## config.mk

```make
export PLATFORM = sky130hd
export DESIGN_NAME = pipelined_control_unit
export DESIGN_NICKNAME = d
export VERILOG_FILES = /design/src/rtl/pipelined_control_unit.sv
export SDC_FILE = /design/constraint.sdc
export NUM_CORES = 1
export LEC_CHECK = 0
export CAP_MARGIN = 20
export CORE_ASPECT_RATIO = 1.5
export CORE_MARGIN = 5
export CORE_UTILIZATION = 43
export CTS_BUF_LIST = sky130_fd_sc_hd__clkbuf_8
export DETAILED_ROUTE_END_ITERATION = 16
export PLACE_DENSITY_LB_ADDON = 0.12
export REMOVE_ABC_BUFFERS = 1
export SKIP_LAST_GASP = 1
export SLEW_MARGIN = 20
export SYNTH_ARGS = -nofsm -noshare
export SYNTH_HDL_FRONTEND = slang
export SYNTH_SLANG_ARGS = --single-unit
```

## constraint.sdc

```tcl
create_clock -name clk -period 3.39 [get_ports clk]
set_input_delay 0.8475 -clock clk [delete_from_list [all_inputs] [get_ports clk]]
set_output_delay 0.8475 -clock clk [all_outputs]
set_load 0.05 [all_outputs]
```

## src/rtl/pipelined_control_unit.sv

```systemverilog
// pipelined_control_unit: MIPS 5-stage control unit.
// Decodes op/funct in ID, carries the control bundle through ID/EX, EX/MEM
// and MEM/WB, and generates stall/bubble (and optionally forwarding) controls.
// Optional feature macro: FORWARD_EN (adds ForwardA_E/ForwardB_E and relaxes
// stalls to load-use and branch-operand hazards only).

module pipelined_control_unit #(
    parameter int ALUCTRL_W = 3,
    parameter int REG_AW    = 5
) (
    input  logic                 clk,
    input  logic                 reset,
    input  logic [5:0]           op,
    input  logic [5:0]           funct,
    input  logic [REG_AW-1:0]    rs_D,
    input  logic [REG_AW-1:0]    rt_D,
    input  logic [REG_AW-1:0]    rd_D,
    output logic [1:0]           Branch_D,
    output logic                 Jump_D,
    output logic [ALUCTRL_W-1:0] AluControl_E,
    output logic                 AluSrc_E,
    output logic [REG_AW-1:0]    WriteReg_E,
    output logic                 MemWrite_M,
    output logic                 RegWrite_M,
    output logic                 MemtoReg_M,
    output logic [REG_AW-1:0]    WriteReg_M,
    output logic                 RegWrite_W,
    output logic                 MemtoReg_W,
    output logic [REG_AW-1:0]    WriteReg_W,
    output logic                 StallF,
    output logic                 StallD,
    output logic                 FlushE
`ifdef FORWARD_EN
    ,
    output logic [1:0]           ForwardA_E,
    output logic [1:0]           ForwardB_E
`endif
);

    localparam logic [5:0] OP_RTYPE = 6'b000000;
    localparam logic [5:0] OP_LW    = 6'b100011;
    localparam logic [5:0] OP_SW    = 6'b101011;
    localparam logic [5:0] OP_BEQ   = 6'b000100;
    localparam logic [5:0] OP_BNE   = 6'b000101;
    localparam logic [5:0] OP_ADDI  = 6'b001000;
    localparam logic [5:0] OP_J     = 6'b000010;

    localparam logic [5:0] F_ADD = 6'b100000;
    localparam logic [5:0] F_SUB = 6'b100010;
    localparam logic [5:0] F_AND = 6'b100100;
    localparam logic [5:0] F_OR  = 6'b100101;
    localparam logic [5:0] F_SLT = 6'b101010;

    localparam logic [ALUCTRL_W-1:0] ALU_AND = ALUCTRL_W'(3'b000);
    localparam logic [ALUCTRL_W-1:0] ALU_OR  = ALUCTRL_W'(3'b001);
    localparam logic [ALUCTRL_W-1:0] ALU_ADD = ALUCTRL_W'(3'b010);
    localparam logic [ALUCTRL_W-1:0] ALU_SUB = ALUCTRL_W'(3'b110);
    localparam logic [ALUCTRL_W-1:0] ALU_SLT = ALUCTRL_W'(3'b111);

    // decoded ID bundle
    logic                 dec_valid;
    logic                 dec_reg_write;
    logic                 dec_reg_dst;
    logic                 dec_alu_src;
    logic                 dec_mem_to_reg;
    logic                 dec_mem_write;
    logic [ALUCTRL_W-1:0] dec_alu_ctrl;
    logic [REG_AW-1:0]    dec_write_reg;
    logic                 use_rs;
    logic                 use_rt;

    // ID/EX
    logic                 reg_write_e_q,  reg_write_e_d;
    logic                 mem_to_reg_e_q, mem_to_reg_e_d;
    logic                 mem_write_e_q,  mem_write_e_d;
    logic                 alu_src_e_q,    alu_src_e_d;
    logic [ALUCTRL_W-1:0] alu_ctrl_e_q,   alu_ctrl_e_d;
    logic [REG_AW-1:0]    write_reg_e_q,  write_reg_e_d;
`ifdef FORWARD_EN
    logic [REG_AW-1:0]    rs_e_q,         rs_e_d;
    logic [REG_AW-1:0]    rt_e_q,         rt_e_d;
`endif

    // EX/MEM
    logic                 reg_write_m_q,  reg_write_m_d;
    logic                 mem_to_reg_m_q, mem_to_reg_m_d;
    logic                 mem_write_m_q,  mem_write_m_d;
    logic [REG_AW-1:0]    write_reg_m_q,  write_reg_m_d;

    // MEM/WB
    logic                 reg_write_w_q,  reg_write_w_d;
    logic                 mem_to_reg_w_q, mem_to_reg_w_d;
    logic [REG_AW-1:0]    write_reg_w_q,  write_reg_w_d;

    // hazard terms
    logic stall;
    logic match_rs_e, match_rt_e, match_rs_m, match_rt_m;

    // Decode op/funct into the ID control bundle; unknown ops decode as a bubble
    always_comb begin
        dec_valid      = 1'b0;
        dec_reg_write  = 1'b0;
        dec_reg_dst    = 1'b0;
        dec_alu_src    = 1'b0;
        dec_mem_to_reg = 1'b0;
        dec_mem_write  = 1'b0;
        dec_alu_ctrl   = '0;
        use_rs         = 1'b0;
        use_rt         = 1'b0;
        Branch_D       = 2'b00;
        Jump_D         = 1'b0;
        case (op)
            OP_RTYPE: begin
                dec_valid   = 1'b1;
                dec_reg_dst = 1'b1;
                use_rs      = 1'b1;
                use_rt      = 1'b1;
                case (funct)
                    F_ADD: begin dec_reg_write = 1'b1; dec_alu_ctrl = ALU_ADD; end
                    F_SUB: begin dec_reg_write = 1'b1; dec_alu_ctrl = ALU_SUB; end
                    F_AND: begin dec_reg_write = 1'b1; dec_alu_ctrl = ALU_AND; end
                    F_OR:  begin dec_reg_write = 1'b1; dec_alu_ctrl = ALU_OR;  end
                    F_SLT: begin dec_reg_write = 1'b1; dec_alu_ctrl = ALU_SLT; end
                    default: ;
                endcase
            end
            OP_LW: begin
                dec_valid      = 1'b1;
                dec_reg_write  = 1'b1;
                dec_alu_src    = 1'b1;
                dec_mem_to_reg = 1'b1;
                dec_alu_ctrl   = ALU_ADD;
                use_rs         = 1'b1;
            end
            OP_SW: begin
                dec_valid     = 1'b1;
                dec_mem_write = 1'b1;
                dec_alu_src   = 1'b1;
                dec_alu_ctrl  = ALU_ADD;
                use_rs        = 1'b1;
                use_rt        = 1'b1;
            end
            OP_BEQ: begin
                dec_valid    = 1'b1;
                Branch_D     = 2'b01;
                dec_alu_ctrl = ALU_SUB;
                use_rs       = 1'b1;
                use_rt       = 1'b1;
            end
            OP_BNE: begin
                dec_valid    = 1'b1;
                Branch_D     = 2'b10;
                dec_alu_ctrl = ALU_SUB;
                use_rs       = 1'b1;
                use_rt       = 1'b1;
            end
            OP_ADDI: begin
                dec_valid     = 1'b1;
                dec_reg_write = 1'b1;
                dec_alu_src   = 1'b1;
                dec_alu_ctrl  = ALU_ADD;
                use_rs        = 1'b1;
            end
            OP_J: begin
                dec_valid = 1'b1;
                Jump_D    = 1'b1;
            end
            default: ;
        endcase
        // an unrecognised op carries no destination so it is a clean bubble
        dec_write_reg = dec_reg_dst ? rd_D : (dec_valid ? rt_D : '0);
    end

    // Compare used ID sources (never $0) against the E and M destinations
    always_comb begin
        match_rs_e = use_rs && (rs_D != '0) && (rs_D == write_reg_e_q);
        match_rt_e = use_rt && (rt_D != '0) && (rt_D == write_reg_e_q);
        match_rs_m = use_rs && (rs_D != '0) && (rs_D == write_reg_m_q);
        match_rt_m = use_rt && (rt_D != '0) && (rt_D == write_reg_m_q);
`ifdef FORWARD_EN
        stall = (mem_to_reg_e_q && (match_rs_e || match_rt_e))
             || ((Branch_D != 2'b00)
                 && ((reg_write_e_q && (match_rs_e || match_rt_e))
                  || (mem_to_reg_m_q && (match_rs_m || match_rt_m))));
`else
        stall = (reg_write_e_q && (match_rs_e || match_rt_e))
             || (reg_write_m_q && (match_rs_m || match_rt_m));
`endif
    end

`ifdef FORWARD_EN
    // Select forwarding sources for the EX operands; M wins over W
    always_comb begin
        ForwardA_E = 2'b00;
        ForwardB_E = 2'b00;
        if (reg_write_m_q && (rs_e_q != '0) && (rs_e_q == write_reg_m_q))
            ForwardA_E = 2'b10;
        else if (reg_write_w_q && (rs_e_q != '0) && (rs_e_q == write_reg_w_q))
            ForwardA_E = 2'b01;
        if (reg_write_m_q && (rt_e_q != '0) && (rt_e_q == write_reg_m_q))
            ForwardB_E = 2'b10;
        else if (reg_write_w_q && (rt_e_q != '0) && (rt_e_q == write_reg_w_q))
            ForwardB_E = 2'b01;
    end
`endif

    // Next-state of every pipeline register; a stall loads a bubble into ID/EX
    always_comb begin
        reg_write_e_d  = stall ? 1'b0 : dec_reg_write;
        mem_to_reg_e_d = stall ? 1'b0 : dec_mem_to_reg;
        mem_write_e_d  = stall ? 1'b0 : dec_mem_write;
        alu_src_e_d    = stall ? 1'b0 : dec_alu_src;
        alu_ctrl_e_d   = stall ? '0   : dec_alu_ctrl;
        write_reg_e_d  = stall ? '0   : dec_write_reg;
`ifdef FORWARD_EN
        rs_e_d         = stall ? '0   : rs_D;
        rt_e_d         = stall ? '0   : rt_D;
`endif
        reg_write_m_d  = reg_write_e_q;
        mem_to_reg_m_d = mem_to_reg_e_q;
        mem_write_m_d  = mem_write_e_q;
        write_reg_m_d  = write_reg_e_q;
        reg_write_w_d  = reg_write_m_q;
        mem_to_reg_w_d = mem_to_reg_m_q;
        write_reg_w_d  = write_reg_m_q;
    end

    // Pipeline registers; reset turns every stage into a bubble
    always_ff @(posedge clk) begin
        if (reset) begin
            reg_write_e_q  <= 1'b0;
            mem_to_reg_e_q <= 1'b0;
            mem_write_e_q  <= 1'b0;
            alu_src_e_q    <= 1'b0;
            alu_ctrl_e_q   <= '0;
            write_reg_e_q  <= '0;
`ifdef FORWARD_EN
            rs_e_q         <= '0;
            rt_e_q         <= '0;
`endif
            reg_write_m_q  <= 1'b0;
            mem_to_reg_m_q <= 1'b0;
            mem_write_m_q  <= 1'b0;
            write_reg_m_q  <= '0;
            reg_write_w_q  <= 1'b0;
            mem_to_reg_w_q <= 1'b0;
            write_reg_w_q  <= '0;
        end else begin
            reg_write_e_q  <= reg_write_e_d;
            mem_to_reg_e_q <= mem_to_reg_e_d;
            mem_write_e_q  <= mem_write_e_d;
            alu_src_e_q    <= alu_src_e_d;
            alu_ctrl_e_q   <= alu_ctrl_e_d;
            write_reg_e_q  <= write_reg_e_d;
`ifdef FORWARD_EN
            rs_e_q         <= rs_e_d;
            rt_e_q         <= rt_e_d;
`endif
            reg_write_m_q  <= reg_write_m_d;
            mem_to_reg_m_q <= mem_to_reg_m_d;
            mem_write_m_q  <= mem_write_m_d;
            write_reg_m_q  <= write_reg_m_d;
            reg_write_w_q  <= reg_write_w_d;
            mem_to_reg_w_q <= mem_to_reg_w_d;
            write_reg_w_q  <= write_reg_w_d;
        end
    end

    assign AluControl_E = alu_ctrl_e_q;
    assign AluSrc_E     = alu_src_e_q;
    assign WriteReg_E   = write_reg_e_q;
    assign MemWrite_M   = mem_write_m_q;
    assign RegWrite_M   = reg_write_m_q;
    assign MemtoReg_M   = mem_to_reg_m_q;
    assign WriteReg_M   = write_reg_m_q;
    assign RegWrite_W   = reg_write_w_q;
    assign MemtoReg_W   = mem_to_reg_w_q;
    assign WriteReg_W   = write_reg_w_q;
    assign StallF       = stall;
    assign StallD       = stall;
    assign FlushE       = stall;

endmodule
```

==> results of run 1 <==
-- worst reg2reg max path, stage by stage (launching register included) --
cell	delay (ns)
dfxtp_1	0.43
xor2_1	0.12
nor4_2	0.31
a32oi_2	0.19
o32ai_4	0.47
buf_4	0.28
nor4b_1	0.08
-- layer usage --
layer  global-route usage (%)  share of wire, %  up-vias
li1                         -                 -      651
met1                    20.20                38      657
met2                    35.78                54       56
met3                    3.777               5.3       10
met4                    9.732               3.0        0
met5                        0                 0        -
-- placed cells by master, fill, tap and decap left out, drive strengths merged, types with 2 or more instances in the layout --
cell type       n
or3             2
inv             3
nor3            5
dlymetal6s2s    5
or4b            2
nor2            6
and2            3
a211oi          5
buf            31
a32oi           4
mux2i           2
clkdlybuf4s50  38
nor4b           2
nor2b          15
nor4            6
dlygate4sd2     5
xor2           16
a21oi           2
nand2          10
xnor2           4
clkbuf          6
or4             2
dfxtp          27
a31oi           2
-- repair_timing --
| item | in CTS | in global routing |
|---|---|---|
| pin swaps | 9 | 8 |
| buffers inserted | 1 | 0 |
| hold buffers | 0 | 0 |
| resized for setup | 17 | 18 |
| setup endpoints to repair | 3 | 3 |
-- per-stage QoR --
step	setup TNS [ns]	worst slack (ns)	hold slack, ns	instances	util (%)
after floorplan	-1.339	-0.4462	0.4138	130	-
after global placement	-0.4820	-0.1608	0.4179	251	73.89
after detailed placement	-0.5806	-0.1940	0.4534	251	73.89
after CTS	0	0.001050	0.4675	256	76.11
after global routing	-0.09642	-0.03289	0.4788	255	76.83
final	0	0.03140	0.4647	255	76.83
-- power groups by stage --
| stage | Combinational (mW) | Clock [mW] | Sequential, mW |
|---|---|---|---|
| 6_report | 0.128 | 0.171 | 0.323 |
| 5_1_grt | 0.136 | 0.193 | 0.324 |
| 4_1_cts | 0.123 | 0.175 | 0.323 |
| 3_5_place_dp | 0.123 | 0 | 0.331 |
| 3_3_place_gp | 0.119 | 0 | 0.331 |
| 2_1_floorplan | 0.0302 | 0 | 0.341 |
-- state kept, by name, summed over array words and instances, names as in the netlist, 3 cells and up --
| signal | count |
|---|---|
| AluControl_E | 3 |
| WriteReg_M | 5 |
| WriteReg_E | 5 |
| WriteReg_W | 5 |
-- cells by family after synthesis --
| group | after synthesis | synth area share (%) |
|---|---|---|
| and+or+nand+nor | 60 | 28.01 |
| DFF | 27 | 40.34 |
| xor gates and xnor gates | 20 | 13.07 |
| AOI/OAI and AO/OA | 19 | 12.98 |
| buffers and inverters | 10 | 4.108 |
| muxes | 2 | 1.494 |
-- worst paths after layout --
kind	startpoint	end	slack, ns	cells after the start
setup / recovery	op[5]	StallD	0.03	6
hold / removal	mem_write_e_q$_SDFF_PP0_	MemWrite_M$_SDFF_PP0_	0.46	1
setup reg to reg	WriteReg_M[0]$_SDFF_PP0_	mem_write_e_q$_SDFF_PP0_	1.37	6
hold reg to reg	mem_write_e_q$_SDFF_PP0_	MemWrite_M$_SDFF_PP0_	0.46	1
-- final cells by class --
class                      count  area (um2)  share of cell area (%)
multi-input combinational    101       805.8                   35.64
sequential                    27       540.5                   23.91
clock inverter                 1       3.754                  0.1660
timing repair buffer          82       813.3                   35.97
inverter                       2       7.507                  0.3320
tap                           39       48.80                   2.158
clock buffer                   3       41.29                   1.826
==> impl_metrics.toml, run 1 <==
[clock_tree]
htree_levels = 1
cts_root_buf = "clkbuf_8"
clock-sinks = 27
cts_tree = "done"
worstSkewPairLatency_ns = 0.26
path_clk_slew_ns = 0.08
numCtsBuffers = 3
cts_buffer_depth = 2

[yosys]
synth_most_common_cell = "dfxtp_1"
ys_ff_latch = 27
yosys.area.top_type = "dfxtp_1"
synthTopCellsByCount = "dfxtp_1 (27), xor2_1 (16), nor2b_1 (15)"
synth-edff-count = 0
yosysTopAreaCellShare_pct = 40.34
synth_warnings = 0
ys_seq_area_share_pct = 40.34
synth_area_per_cell_um2 = 9.710
synthCells = 138
synthArstFlopShare_pct = 0
synth_cell_type_count = 38
syn_area_um2 = 1340
synth_ff_type = "dfxtp_1"
synth_area_leaders = "dfxtp_1 (40%), xor2_1 (10%), nor2b_1 (7.0%)"

[route]
first_iter_violations = 30
vias_per_cell = 5.388
routedWlPerCell_um = 16.10
num_vias = 1374
routed_wirelength_mm = 4.105
drc_errors = 0
first_pass_iters = 4
route.antenna.remaining_nets = 0

[grt]
grt_usage_pct = 19.23
grt_pass1_wl_mm = 6.817
grt_max_degree = 28
grt_pass1_vias = 1449
globalRouteOverflowTotal = 0
antenna_found_initial = 0

[placement]
portBuffers = 58
placed_area_um2 = 2175
finalWeightedCongestion = 0.9485
dp_hpwl_mm = 3.300

[critical_path]
crit_slowest_cell = "or4b_4"
path_class = "in2out"
path_cells = "buf_6 -> or4b_4 -> o211ai_4 -> a21oi_4 -> o32ai_4 -> buf_12"
cp-start-kind = "primary input"
cp_top_family = "compound AO/OA/AOI/OAI gates"
crit_required_ns = 2.54
worstSetupEndpointType = "output pin"
critPathMaxFanout = 4
max_stage_delay_ns = 0.56
cp_num_buf_inv = 2
critical_path_arrival_ns = 2.51

[layout]
areaGrowthSynthToFinish_pct = 68.72
drive_gt1_share_pct = 23.15
antenna_cells = 0
n_fill_cell = 211
stdcell_area_um2 = 2261
layout.nets = 246

[die]
coreArea_um2 = 2943
fp.dieW_um = 55.58
die_y_um = 78.37
pin_count = 59
dieArea_um2 = 4356
num_rows = 24
start_util_pct = 45.54

[pwr]
pwr-share-clk_pct = 27.5
ir_drop_mv = 0.1621
power_frac_seq_pct = 52.0
combPwrFrac_pct = 20.5
p_leak_nw = 0.9235
p_sw_mw = 0.1562
p_sw_share_pct = 25.12
p_total_mw = 0.6218
internal_power_mw = 0.4656
powerDensity_nw_per_um2 = 275.0

[sta]
max_freq_ghz = 0.2977
rsz0062_at_grt = "true"
skew_ns = 0.002259
slew_headroom_pct = 40.27
timing.final.crit_share_pct = 99.07
hold_viol = 0
setup_viol = 0
final-max-slew-violation-count = 0
tightest_slew_ns = 0.8932
period_minus_slack_ns = 3.359

[job]
cap_violations = 0

[min_path]
min_path_type = "reg2reg"

[outcome]
outcome = "finished clean"
Power figures use the tool's default switching activity.
==> run 2, diff against run 1 <==
--- a/config.mk
+++ b/config.mk
@@ -5,7 +5,6 @@
 export SDC_FILE = /design/constraint.sdc
 export NUM_CORES = 1
 export LEC_CHECK = 0
-export CAP_MARGIN = 20
 export CORE_ASPECT_RATIO = 1.5
 export CORE_MARGIN = 5
 export CORE_UTILIZATION = 43
==> results of run 2 <==
No change in the layout: final DEF, timing and power equal those of run 1.
